File: src/rtl/pc_alu_datapath.sv
// pc_alu_datapath: one datapath slice holding the program-counter register
// and the combinational ALU. The halves share only the clock; the enclosing
// datapath does the PC+2 routing (PC_OUT -> SRCA, 2 -> SRCB, ADD, ALU_OUT -> PC_IN).
module pc_alu_datapath #(
  parameter int unsigned          WIDTH        = 16,
  parameter logic [WIDTH-1:0]     PC_RESET_VAL = '0
) (
  input  logic             CLOCK,
  input  logic             PC_RESET,
  input  logic             PC_EN,
  input  logic [WIDTH-1:0] PC_IN,
  output logic [WIDTH-1:0] PC_OUT,
  input  logic [WIDTH-1:0] SRCA,
  input  logic [WIDTH-1:0] SRCB,
  input  logic [3:0]       ALUOP,
  output logic [WIDTH-1:0] ALU_OUT,
  output logic             ALU_ZERO,
  output logic             ALU_OVF
);

  // Opcode encoding; 1101..1111 are unassigned and produce a zero result.
  typedef enum logic [3:0] {
    OP_ADD   = 4'b0000,
    OP_SUB   = 4'b0001,
    OP_AND   = 4'b0010,
    OP_OR    = 4'b0011,
    OP_XOR   = 4'b0100,
    OP_NOR   = 4'b0101,
    OP_SLL   = 4'b0110,
    OP_SRL   = 4'b0111,
    OP_SRA   = 4'b1000,
    OP_SLT   = 4'b1001,
    OP_SLTU  = 4'b1010,
    OP_PASSA = 4'b1011,
    OP_PASSB = 4'b1100
  } alu_op_e;

  localparam int unsigned MSB = WIDTH - 1;

  // ---------------------------------------------------------------------------
  // Program counter
  // ---------------------------------------------------------------------------

  logic [WIDTH-1:0] pc_q;

  // PC register: synchronous reset wins over the load enable, otherwise hold.
  // NOTE: sequential state uses non-blocking assignments so every flop samples
  // pre-edge values; blocking here would create simulation order races.
  always_ff @(posedge CLOCK) begin
    if (PC_RESET) begin
      pc_q <= PC_RESET_VAL;
    end else if (PC_EN) begin
      pc_q <= PC_IN;
    end
  end

  assign PC_OUT = pc_q;

  // ---------------------------------------------------------------------------
  // ALU
  // ---------------------------------------------------------------------------

  alu_op_e          op;
  logic [WIDTH-1:0] sum;
  logic [WIDTH-1:0] diff;
  logic             add_ovf;
  logic             sub_ovf;
  logic [3:0]       shamt;
  logic [WIDTH-1:0] sll_res;
  logic [WIDTH-1:0] srl_res;
  logic [WIDTH-1:0] sra_res;
  logic             lt_signed;
  logic             lt_unsigned;
  logic [WIDTH-1:0] result;
  logic             ovf;

  assign op = alu_op_e'(ALUOP);

  // Adder and subtractor; carry/borrow out is dropped, only signed overflow kept.
  always_comb begin
    sum     = SRCA + SRCB;
    diff    = SRCA - SRCB;
    // Same-sign operands whose sum flips sign.
    add_ovf = (SRCA[MSB] == SRCB[MSB]) && (sum[MSB] != SRCA[MSB]);
    // Opposite-sign operands whose difference disagrees with A's sign.
    sub_ovf = (SRCA[MSB] != SRCB[MSB]) && (diff[MSB] != SRCA[MSB]);
  end

  // Barrel shifts; only B[3:0] selects the distance, upper B bits are ignored.
  always_comb begin
    shamt   = SRCB[3:0];
    sll_res = SRCA << shamt;
    srl_res = SRCA >> shamt;
    sra_res = WIDTH'($signed(SRCA) >>> shamt);
  end

  // Set-less-than comparators, signed and unsigned.
  always_comb begin
    lt_signed   = $signed(SRCA) < $signed(SRCB);
    lt_unsigned = SRCA < SRCB;
  end

  // Result select and overflow flag by opcode.
  // NOTE: every output of this block gets a default before the case, so no
  // path leaves a value unassigned and no latch is inferred.
  always_comb begin
    result = '0;
    ovf    = 1'b0;
    unique case (op)
      OP_ADD: begin
        result = sum;
        ovf    = add_ovf;
      end
      OP_SUB: begin
        result = diff;
        ovf    = sub_ovf;
      end
      OP_AND:   result = SRCA & SRCB;
      OP_OR:    result = SRCA | SRCB;
      OP_XOR:   result = SRCA ^ SRCB;
      OP_NOR:   result = ~(SRCA | SRCB);
      OP_SLL:   result = sll_res;
      OP_SRL:   result = srl_res;
      OP_SRA:   result = sra_res;
      OP_SLT:   result = {{(WIDTH-1){1'b0}}, lt_signed};
      OP_SLTU:  result = {{(WIDTH-1){1'b0}}, lt_unsigned};
      OP_PASSA: result = SRCA;
      OP_PASSB: result = SRCB;
      default:  result = '0;
    endcase
  end

  assign ALU_OUT  = result;
  assign ALU_OVF  = ovf;
  // Zero flag follows the result for every opcode, undefined ones included.
  assign ALU_ZERO = (result == '0);

endmodule

File: config.mk
export PLATFORM = sky130hd
export DESIGN_NAME = pc_alu_datapath
export DESIGN_NICKNAME = d
export VERILOG_FILES = /design/src/rtl/pc_alu_datapath.sv
export SDC_FILE = /design/constraint.sdc
export NUM_CORES = 1
export LEC_CHECK = 0
export BUFFER_PORTS_ARGS = -buffer_cell sky130_fd_sc_hd__buf_4
export CORE_MARGIN = 2
export CORE_UTILIZATION = 45
export CTS_BUF_LIST = sky130_fd_sc_hd__clkbuf_8
export DETAILED_ROUTE_END_ITERATION = 10
export PLACE_DENSITY_LB_ADDON = 0.12
export REMOVE_ABC_BUFFERS = 1
export SLEW_MARGIN = 25
export SYNTH_ARGS = -nofsm -noshare
export SYNTH_HDL_FRONTEND = slang
export SYNTH_SLANG_ARGS = --single-unit
File: constraint.sdc
create_clock -name CLOCK -period 3.74 [get_ports CLOCK]
set_input_delay 0.561 -clock CLOCK [delete_from_list [all_inputs] [get_ports CLOCK]]
set_output_delay 0.561 -clock CLOCK [all_outputs]
set_load 0.03 [all_outputs]
# After elaboration in Yosys (flattened, before gate mapping)
# Index checks and enable logic that the tools add are counted.
# Widths: inputs -> output; s select.
# totals
out_inout_bits	34
regBits	16
wordCells	34
in_bits	55
# op_classes
eq_ne	16
n_reduce_logical	4
addsub	2
magnitude_cmp	2
n_shift	3
n_mux	2
bitwise_logic	4
# op_table
op	count
$pmux 16 s13	1
$lt 16x16->1	2
$eq 4x4->1 const B	5
$add 16x16->16	1
$and 16x16->16	1
$eq 4x3->1 const B	4
$logic_not 16->1	1
$not 16->16	1
$or 16x16->16	1
$shl 16x4->16	1
$shr 16x4->16	1
$sshr 16x4->16	1
$sub 16x16->16	1
$xor 16x16->16	1
$eq 4x2->1 const B	2
$eq 4x1->1 const B	1
$logic_not 4->1	1
$ne 1x1->1	3
$logic_and 1x1->1	2
$pmux 1 s2	1
$eq 1x1->1	1

# Logic depth before layout (Yosys ltp)
# Gate-level depths: netlist of run 1.
# logic_depth
depth_word	4
mapped_depth	14

# Worst setup path after synthesis of run 1
# Ideal clock, no wire load.
# synth_timing
kind	input port to output port
start	input SRCB[1]
end	output ALU_ZERO
n_path_buf	2
stages	13
path_slack_ns	-0.949
t_arrival_ns	4.128
t_required_ns	3.179
cell_sequence	buf_2 > inv_2 > buf_1 > ha_1 > o21bai_1 > a21oi_1 > o21ai_2 > a2111oi_2 > o41ai_1 > or3_1 > nand4_1 > or4_1 > nor3_2
# synth_rtl
element	line	source
start: declaration	14	input logic [WIDTH-1:0] SRCB,
$sub 16x16->16, or another cell as far along	82	diff = SRCA - SRCB;
$pmux 16 s13 (*)	109	unique case (op)
named net ALU_OUT[13]	16	output logic [WIDTH-1:0] ALU_OUT,
$logic_not 16->1 (*)	136	assign ALU_ZERO = (result == '0);
end: declaration	17	output logic ALU_ZERO,
# Mark *: on every way through the listed nets, which the timed path passes. The rest lies on a longest branch.

# Worst setup path in the final report of run 1
# layout_timing
start	input SRCA[1]
end	output ALU_ZERO
# layout_via
elab_chain_len	4
# layout_rtl
element	line	source
start: declaration	13	input logic [WIDTH-1:0] SRCA,
branches (longest 2 deep; another with $sub 16x16->16)	--	
$pmux 16 s13 (*)	109	
$logic_not 16->1 (*)	136	
# Every way passes the cells marked *.

==> results of run 1 <==
==> critical path: stages <==
cell and delay (ns):
buf_8 0.10, buf_6 0.11, buf_4 0.13, fa_2 0.40, nor2b_4 0.14, o21ai_2 0.16, nand3_2 0.15, a311oi_4 0.36
o31a_1 0.27, nand2b_4 0.16, o22ai_2 0.08, or4_4 0.44, nor3_4 0.19, buf_6 0.16
==> layout make-up <==
cell class	instances	area share, %
multi-input cells	579	60.9
repair buffers	296	29.6
flip-flops and latches	16	4.02
inverters	50	2.48
well taps	143	2.25
clock buffers	4	0.691
==> worst paths after layout <==
check | startpoint | to | slack, ns | cells past startpoint
worst max register to register | PC_OUT[3] | PC_OUT[3] | 3.11 | 2
worst max-delay path | SRCA[1] | ALU_ZERO | -0.23 | 14
worst min register to register | PC_OUT[9] | PC_OUT[9] | 0.50 | 2
worst min-delay path | PC_OUT[9] | PC_OUT[9] | 0.50 | 2
==> cell usage after synthesis (all sizes together) (6+ instances only) <==
cell     instances  area (µm²)
mux2            17         214
mux2i           29         290
clkbuf          29         109
nand4            9        56.3
a222oi           6        60.1
nand3           21         105
o21ai           37         189
nor3            26         135
buf             29         169
a22oi            8        60.1
dfxtp           16         320
a2111oi          7        86.3
a31oi            7        43.8
o211ai          12        90.1
nor2            67         254
inv             49         184
ha              51         638
a211oi          11        87.6
nand2           68         255
a21oi           45         229
o21bai           6        45.0
nor2b           10        62.6
mux4            20         454
a21o            10        75.1
nand2b           6        37.5
==> repair_timing <==
action | CTS | global route
gates resized for setup | 80 | 38
setup buffers | 19 | 3
gates cloned | 1 | 0
pin swaps | 29 | 18
endpoints found under the setup margin | 6 | 3
hold buffers | 0 | 0
==> layer usage <==
metal	GRT usage [%]	vias up	part of all wire [%]
li1	-	3118	-
met2	61.6	473	47
met4	13.5	0	3.9
met5	0	-	0
met3	5.19	79	9.9
met1	48.0	3283	39
==> kinds of logic (layout without fill, tap and decap cells) <==
logic type / Yosys count / in the layout
adders and majority gates: 53 / 53
buffers and inverters: 108 / 350
and+or+nand+nor: 247 / 247
DFF: 16 / 16
muxes: 66 / 66
AOI/OAI and AO/OA: 210 / 210
xor gates and xnor gates: 3 / 3
==> power by group through the flow <==
stage          combinational (W)  sequential [W]  clock, W
2_1_floorplan           0.000479        0.000209         0
3_3_place_gp             0.00102        0.000189         0
3_5_place_dp             0.00104        0.000190         0
4_1_cts                  0.00114        0.000186  0.000152
5_1_grt                  0.00126        0.000187  0.000159
6_report                 0.00120        0.000186  0.000149
==> stage by stage <==
step | hold WS (ns) | power (W) | worst slack, ns | util, % | std cells
after floorplan | 0.630 | 0.000688 | -0.620 | - | 645
after global placement | 0.475 | 0.00121 | -0.453 | 63.5 | 1062
after detailed placement | 0.487 | 0.00122 | -0.493 | 63.5 | 1062
after CTS | 0.503 | 0.00147 | -0.126 | 68.8 | 1085
after global routing | 0.529 | 0.00161 | -0.321 | 70.4 | 1088
final | 0.496 | 0.00153 | -0.233 | 70.4 | 1088
==> layout by cell type, fill, tap and decap left out, types with 10 or more instances in the layout <==
cell type / n
a21o_1: 10
a21oi_1: 40
buf_4: 279
dfxtp_1: 16
ha_1: 36
inv_1: 42
mux2_4: 10
mux2i_1: 26
mux4_2: 19
nand2_1: 67
nand3_1: 20
nor2_1: 65
nor3_1: 21
o211ai_1: 12
o21ai_0: 27
==> qor.csv, run 1 <==
metric;value;unit
outcome;complete, but fails checks;
violations;setup timing;
clock_path_buffers;2;
drc_errors;0;
ys_types;86;
largest_reg_flops;16;
wl_per_cell;21.8;µm
synthArstFlopShare;0;%
fin_setup_tns;-0.233;ns
insertion_delay;0.25;ns
dr_total_vias;6953;
fin_ws;-0.233;ns
antenna_found_initial;0;
internal_power;0.000840;W
ys_ff_latch;16;
skew;0;ns
die_y;111;µm
p_clk_share;9.7;%
fin_area;7970;µm²
holdCritPathClass;reg2reg;
irDropWorstVdd;239;µV
dr.pass1.iters;6;
critPathLaunchType;input port;
synth_top_family_by_area;compound AO/OA/AOI/OAI gates;
yosys.area_share.xor_xnor;0.508;%
cts_tree;built;
postPlaceCellArea;7190;µm²
worstPathMaxFanout;4;
wirelength;23.8;mm
num_antenna_cells;0;
ant_nets;0;
hold_viol;0;
yosys.area_share.adder;13.1;%
cts_buffers;3;
synth_mux_area_share;18.5;%
nFillCells;953;
die_w;111;µm
p_sw_share;45.1;%
dieArea;12400;µm²
drv_slew;0;
portBuffers;88;
avgSynthCellArea;7.36;µm²
initial_utilization;45.7;%
fin_crit_sh;106;%
vias_per_cell;6.39;
power_density;192;nW/µm²
min_period;3.97;ns
critical_path_required;3.18;ns
pwr-share-seq;12.2;%
seq_area_frac_synth;6.19;%
ios;89;
combPwrFrac;78.1;%
seqCellArea;320;µm²
slew-limit-headroom;35.1;%
drtIter0Drc;827;
multi_input_area;4850;µm²
cap_violations;0;
cts_root_buffer;clkbuf_8;
rsz0062_at_grt;yes;
cp_data_arrival_time;3.41;ns
netlist_area;5170;µm²
endpoint_kind;output pin;
rows;39;
yosys_warnings;0;
switchingPower;0.000691;W
tightest_slew;0.961;ns
first_global_vias;6764;
htreeDepth;1;
yosys.area_share.simple;23.6;%
grt_use_total;36.7;%
syn2layout_area_growth;54.0;%
max_freq;252;MHz
critical_path_class;in2out;
post_route_cells_drive_above_1_share;44.7;%
grt_max_degree;28;
place.gp.congestion;1.00;
synthFlopType;dfxtp_1;
place_hpwl;18.5;mm
synth-edff-count;0;
setup_viol;1;
clkTransAtPathRegs;0.06;ns
postSynthCellCount;703;
core;11300;µm²
fin_nets;1054;
grt_pass1_wl;36.8;mm
cts_sinks;16;
gr-total-overflow;0;
synth_compound_area_share;29.1;%
p_leak;3.69;nW
Power figures use the tool's default switching activity.
==> run 2, diff against run 1 <==
- ABC_AREA: unset -> 1
==> run 2 against run 1 <==
- the flow finishes with violations (DRC)
- count of clock-buffer cells in the layout stayed put
- combinational power is 28% lower
- sequential power hardly changed
- highest routed layer unchanged
- sequential share of layout area is 1.1 points higher
- flip-flop and latch count stayed put
- area after synthesis up 3.6%
- die area is 3.5% higher
- final cell count grew 21%
- utilization down 16 points
- global-route usage decreased by 3.7 points
- synthesized cell count up 56%
==> qor.csv, run 2 <==
metric;value;unit;change
antenna_found_initial;0;;unchanged
cts_buffers;3;;unchanged
holdPathStages;2;;unchanged
clkTransAtPathRegs;0.06;ns;about the same
cp-startpoint;SRCB[0];;was SRCA[1]
postCtsHoldBufs;0;;unchanged
power_density;191;nW/µm²;was 192 nW/µm²
cts_root_buffer;clkbuf_8;;unchanged
fin_crit_sh;96.7;%;was 106%
cap_violations;0;;unchanged
r2r_slack;3.12;ns;was 3.11 ns
critical_path_class;in2out;;unchanged
synthFlopType;dfxtp_1;;unchanged
synth-edff-count;0;;unchanged
synth_common_cells;nand2_1, nand3_1, inv_1;;was nand2_1, nor2_1, ha_1
initial_utilization;46.5;%;was 45.7%
drv_slew;0;;unchanged
vias_per_cell;5.54;;was 6.39
violations;DRC;;was setup timing
cp_data_arrival_time;3.06;ns;was 3.41 ns
critical_path.cell_chain;buf_4, buf_4, inv_2, nand2_2, nand3_1, and2_1, nand2_1, nand3_1, nand2_1, inv_1, nor2_1, nand3_1, nor2_1, nand3_1, nor2_1, buf_4;;was buf_8, buf_6, buf_4, fa_2, nor2b_4, o21ai_2, nand3_2, a311oi_4, o31a_1, nand2b_4, o22ai_2, or4_4, nor3_4, buf_6
setup_viol;0;;was 1
irDropWorstVdd;288;µV;was 239 µV
r2r_cells;2;;unchanged
tightest_slew;0.846;ns;was 0.961 ns
drc_errors;4;;was 0
wirelength;21.4;mm;was 23.8 mm
gr-total-overflow;0;;unchanged
dieArea;12800;µm²;was 12400 µm²
hold_viol;0;;unchanged
avgSynthCellArea;4.88;µm²;was 7.36 µm²
fin_nets;1284;;was 1054
ys_types;28;;was 86
grt_max_degree;34;;was 28
slowest_delay;0.27;ns;was 0.44 ns
place_hpwl;17.6;mm;was 18.5 mm
synth_top_area_share;30.2;%;was 12.3%
grt_use_met3;4.66;%;was 5.19%
worstPathMaxFanout;21;;was 4
yosys_warnings;0;;unchanged
endpoint_kind;output pin;;unchanged
critPathMostFrequentCell;nand3_1;;was buf_6
r2r-start;PC_OUT[8];;was PC_OUT[3]
critPathLaunchType;input port;;unchanged
netlist_area;5360;µm²;was 5170 µm²
ant_nets;0;;unchanged
timing.rr.end;PC_OUT[8];;was PC_OUT[3]
holdCritPathClass;reg2reg;;unchanged
grt_use_total;33.0;%;was 36.7%
ctsResizeCount;0;;was 80
met1_usage;45.6;%;was 48.0%
max_freq;276;MHz;was 252 MHz
num_antenna_cells;0;;unchanged
cts_setup_buffers;0;;was 19
slew-limit-headroom;43.4;%;was 35.1%
core;11500;µm²;was 11300 µm²
ios;89;;unchanged
min_period;3.62;ns;was 3.97 ns
die_w;113;µm;was 111 µm
htreeDepth;1;;unchanged
synthArstFlopShare;0;%;unchanged
largest_reg_flops;16;;unchanged
skew;0;ns;unchanged
first_global_vias;6687;;was 6764
portBuffers;88;;unchanged
min_to;PC_OUT[13];;was PC_OUT[9]
seq_area_frac_synth;5.98;%;was 6.19%
grt_pass1_wl;33.9;mm;was 36.8 mm
mostFrequentLayoutCells;nand2_1, nand3_1, inv_1, buf_4, nor2_1;;was buf_4, nand2_1, nor2_1, inv_1, a21oi_1
final_common_cell;nand2_1;;was buf_4
ys_ff_latch;16;;unchanged
fin_area;6270;µm²;was 7970 µm²
syn2layout_area_growth;17.0;%;was 54.0%
insertion_delay;0.24;ns;was 0.25 ns
rsz0062_at_grt;no;;was yes
die_y;113;µm;was 111 µm
synth_top_cells_by_area;nand2_1, nand3_1, ha_1;;was ha_1, mux4_2, dfxtp_1
rows;39;;unchanged
place.gp.congestion;1.11;;was 1.00
wl_per_cell;16.3;µm;was 21.8 µm
dr_total_vias;7306;;was 6953
met2_usage;53.5;%;was 61.6%
drtIter0Drc;809;;was 827
busiest_layer;met2;;unchanged
postSynthCellCount;1097;;was 703
outcome;complete, but fails checks;;unchanged
p_leak;3.66;nW;was 3.69 nW
cts_sinks;16;;unchanged
critPathSlowestCell;buf_4;;was or4_4
utilization;54.4;%;was 70.4%
dr.pass1.iters;8;;was 6
cp_top_family;simple AND/OR/NAND/NOR gates;;unchanged
postPlaceCellArea;6200;µm²;was 7190 µm²
synth_top_area_cell;nand2_1;;was ha_1
post_route_cells_drive_above_1_share;11.1;%;was 44.7%
yosysMostFrequentCell;nand2_1;;unchanged
critical_path_required;3.18;ns;about the same
cp.buffers_inverters;5;;was 4
cts_tree;built;;unchanged
whs;0.466;ns;was 0.496 ns
hold_start;PC_OUT[13];;was PC_OUT[9]
clock_path_buffers;2;;unchanged
-- run 2: changes by cell type in the layout (fill, tap and decap cells not counted), moves of 12 or more --
cell and change:
nor3_1 -12, nand3_1 +180, mux4_2 -19, nand2_1 +363
buf_4 -163, nor2_1 +40, inv_1 +93, ha_1 +14
mux2i_1 -26
-- run 2: stage by stage --
stage	power, W	TNS (ns)	instances	setup slack, ns
finish	0.00120	0	1318	0.123
global route	0.00129	0	1318	0.0361
CTS	0.00118	0	1318	0.199
detailed placement	0.00103	0	1314	0.212
global placement	0.00103	0	1314	0.133
floorplan	0.000700	-0.00903	1055	-0.00903
-- run 2: tightest hold or removal path: stages (launching register included) --
cell	delay, ns
dfxtp_1	0.31
nand2_1	0.06
a21oi_1	0.05
-- run 2: where the power goes --
group,internal [W],total (W),switching [W]
Clock,0.0000932,0.000149,0.0000559
Sequential,0.000180,0.000185,0.00000493
Combinational,0.000286,0.000862,0.000575
-- run 2: final cells by class --
cell class	instances	area [µm²]
fillers	1347	5250
multi-input cells	901	4320
repair buffers	116	871
inverters	138	518
flip-flops and latches	16	320
well taps	143	179
clock buffers	4	55.1
-- run 2: logic make-up (layout without fill, tap and decap cells) --
family / after synthesis / after routing / share of synthesized area, %
AOI/OAI and AO/OA: 72 / 72 / 7.10
xor gates and xnor gates: 1 / 1 / 0.164
adders and majority gates: 53 / 53 / 12.7
buffers and inverters: 180 / 258 / 13.5
DFF: 16 / 16 / 5.98
and+or+nand+nor: 775 / 775 / 60.6
-- run 2: worst max-delay path by stage --
stage	endpoint	depth (start not counted)
after global placement	ALU_ZERO	16
final	ALU_ZERO	16
after global routing	ALU_ZERO	18
after detailed placement	ALU_ZERO	16
after CTS	ALU_ZERO	16
after floorplan	ALU_ZERO	12
-- run 2: layer usage --
layer	wire, µm	vias to the layer above	share of wire (%)
met4	701	0	3.3
met5	0	-	0
li1	-	3629	-
met2	9590	385	45
met3	2250	52	10
met1	8890	3240	41
==> run 3, diff against run 2 <==
- PLACE_DENSITY: unset -> 0.69
- PLACE_DENSITY_LB_ADDON: 0.12 -> unset
==> run 3 against run 2 <==
- the flow still finishes with violations (DRC)
- worst hold slack got worse by 0.0055 ns
- total power rose by 0.35%
- largest power group unchanged
- sequential share of layout area barely moved
- global-route usage fell by 0.090 points
- critical path type unchanged
- critical path depth did not move
- sequential power barely moved
==> qor.csv, run 3 (synthesis results as in run 2) <==
metric;value;unit;change
drtIter0Drc;844;;was 809
clkTransAtPathRegs;0.06;ns;about the same
ant_nets;0;;unchanged
total_power;0.00120;W;about the same
fin_nets;1284;;unchanged
seqCellArea;320;µm²;unchanged
post_route_cells_drive_above_1_share;11.2;%;was 11.1%
wirelength;21.6;mm;was 21.4 mm
critical_path_class;in2out;;unchanged
drv_slew;0;;unchanged
nFillCells;1326;;was 1347
core;11500;µm²;unchanged
wl_per_cell;16.4;µm;was 16.3 µm
grt_max_degree;34;;unchanged
first_global_vias;6759;;was 6687
holdCritPathClass;reg2reg;;unchanged
grt_pass1_wl;33.9;mm;about the same
place.gp.congestion;1.07;;was 1.11
timing.rr.end;PC_OUT[3];;was PC_OUT[8]
outcome;complete, but fails checks;;unchanged
num_antenna_cells;0;;unchanged
p_leak;3.65;nW;was 3.66 nW
drc_errors;5;;was 4
die_w;113;µm;unchanged
holdPathStages;2;;unchanged
final_cell_count_no_fill;1318;;unchanged
multi_input_area;4330;µm²;was 4320 µm²
worstPathMaxFanout;6;;was 21
rows;39;;unchanged
clock_path_buffers;2;;unchanged
vias_per_cell;5.57;;was 5.54
fin_crit_sh;95.3;%;was 96.7%
final_common_cell;nand2_1;;unchanged
critical_path_required;3.18;ns;about the same
min_period;3.56;ns;was 3.62 ns
initial_utilization;46.5;%;unchanged
cts_tree;built;;unchanged
fin_setup_tns;0;ns;unchanged
power_density;191;nW/µm²;about the same
r2r_slack;3.13;ns;was 3.12 ns
syn2layout_area_growth;17.0;%;about the same
place_hpwl;17.6;mm;about the same
htreeDepth;1;;unchanged
violations;DRC;;unchanged
cp_data_arrival_time;3.00;ns;was 3.06 ns
ios;89;;unchanged
dr_total_vias;7339;;was 7306
tightest_slew;0.904;ns;was 0.846 ns
cts_sinks;16;;unchanged
cts_buffers;3;;unchanged
insertion_delay;0.24;ns;about the same
antenna_found_initial;0;;unchanged
r2r-start;PC_OUT[3];;was PC_OUT[8]
endpoint_kind;output pin;;unchanged
dieArea;12800;µm²;unchanged
setup_viol;0;;unchanged
postCtsHoldBufs;0;;unchanged
slew-limit-headroom;39.5;%;was 43.4%
r2r_cells;2;;unchanged
min_to;PC_OUT[11];;was PC_OUT[13]
grt_use_total;32.9;%;was 33.0%
irDropWorstVdd;297;µV;was 288 µV
cap_violations;0;;unchanged
rsz0062_at_grt;no;;unchanged
portBuffers;88;;unchanged
hold_start;PC_OUT[11];;was PC_OUT[13]
place_inst;1313;;was 1314
die_y;113;µm;unchanged
gr-total-overflow;0;;unchanged
skew;0;ns;unchanged
mostFrequentLayoutCells;nand2_1, nand3_1, inv_1, buf_4, nor2_1;;unchanged
cts_root_buffer;clkbuf_8;;unchanged
hold_viol;0;;unchanged
largest_reg_flops;16;;unchanged
dr.pass1.iters;8;;unchanged
max_freq;281;MHz;was 276 MHz
critPathLaunchType;input port;;unchanged
==> run 3: how the worst max path moves through the flow <==
stage / end / from / slack, ns
final: ALU_ZERO / SRCA[0] / 0.18
after global placement: ALU_ZERO / SRCB[2] / 0.14
after floorplan: ALU_ZERO / SRCB[2] / -0.009
after detailed placement: ALU_ZERO / SRCA[0] / 0.19
after global routing: ALU_ZERO / SRCA[0] / 0.01
after CTS: ALU_ZERO / SRCA[0] / 0.19
==> run 3: worst max-delay path, cell delays in order <==
cell	delay, ns
buf_4	0.13
inv_1	0.08
ha_1	0.14
inv_1	0.07
fa_1	0.39
or2_2	0.30
nand3_1	0.11
nand4_1	0.09
nor3_1	0.22
nand2_1	0.08
nor2_1	0.20
nand2_1	0.08
nor2_1	0.12
nand3_1	0.11
nor2_2	0.15
buf_4	0.18
==> run 3: timing repair <==
item                       CTS  global route
setup endpoints to repair    0             1
resized for setup            0             4
buffers inserted             0             1
==> run 3: power by group <==
group	internal (W)	switching, W
registers	0.000180	0.00000496
clock network	0.0000932	0.0000568
logic	0.000289	0.000576
total	0.000562	0.000637
==> run 3: layer usage <==
layer,up-vias,track usage (%),wire length [µm]
met5,-,0,0
met4,0,12.8,961
met3,77,2.52,2060
met2,387,53.9,9500
met1,3240,45.1,9110
li1,3635,-,-
==> run 3: area by class of cell <==
type                    instances  area share [%]
flip-flops and latches         16            5.11
well taps                     143            2.85
inverters                     138            8.26
repair buffers                116            13.9
multi-input cells             901            69.0
clock buffers                   4           0.878
==> run 3: through the flow <==
step / setup WS, ns / hold slack, ns / util, % / instance area (µm²)
2_1_floorplan: -0.00903 / 0.586 / - / 5150
3_3_place_gp: 0.143 / 0.449 / 53.8 / 6190
3_5_place_dp: 0.189 / 0.455 / 53.8 / 6190
4_1_cts: 0.187 / 0.463 / 54.3 / 6250
5_1_grt: 0.0146 / 0.482 / 54.4 / 6270
6_report: 0.177 / 0.461 / 54.4 / 6270
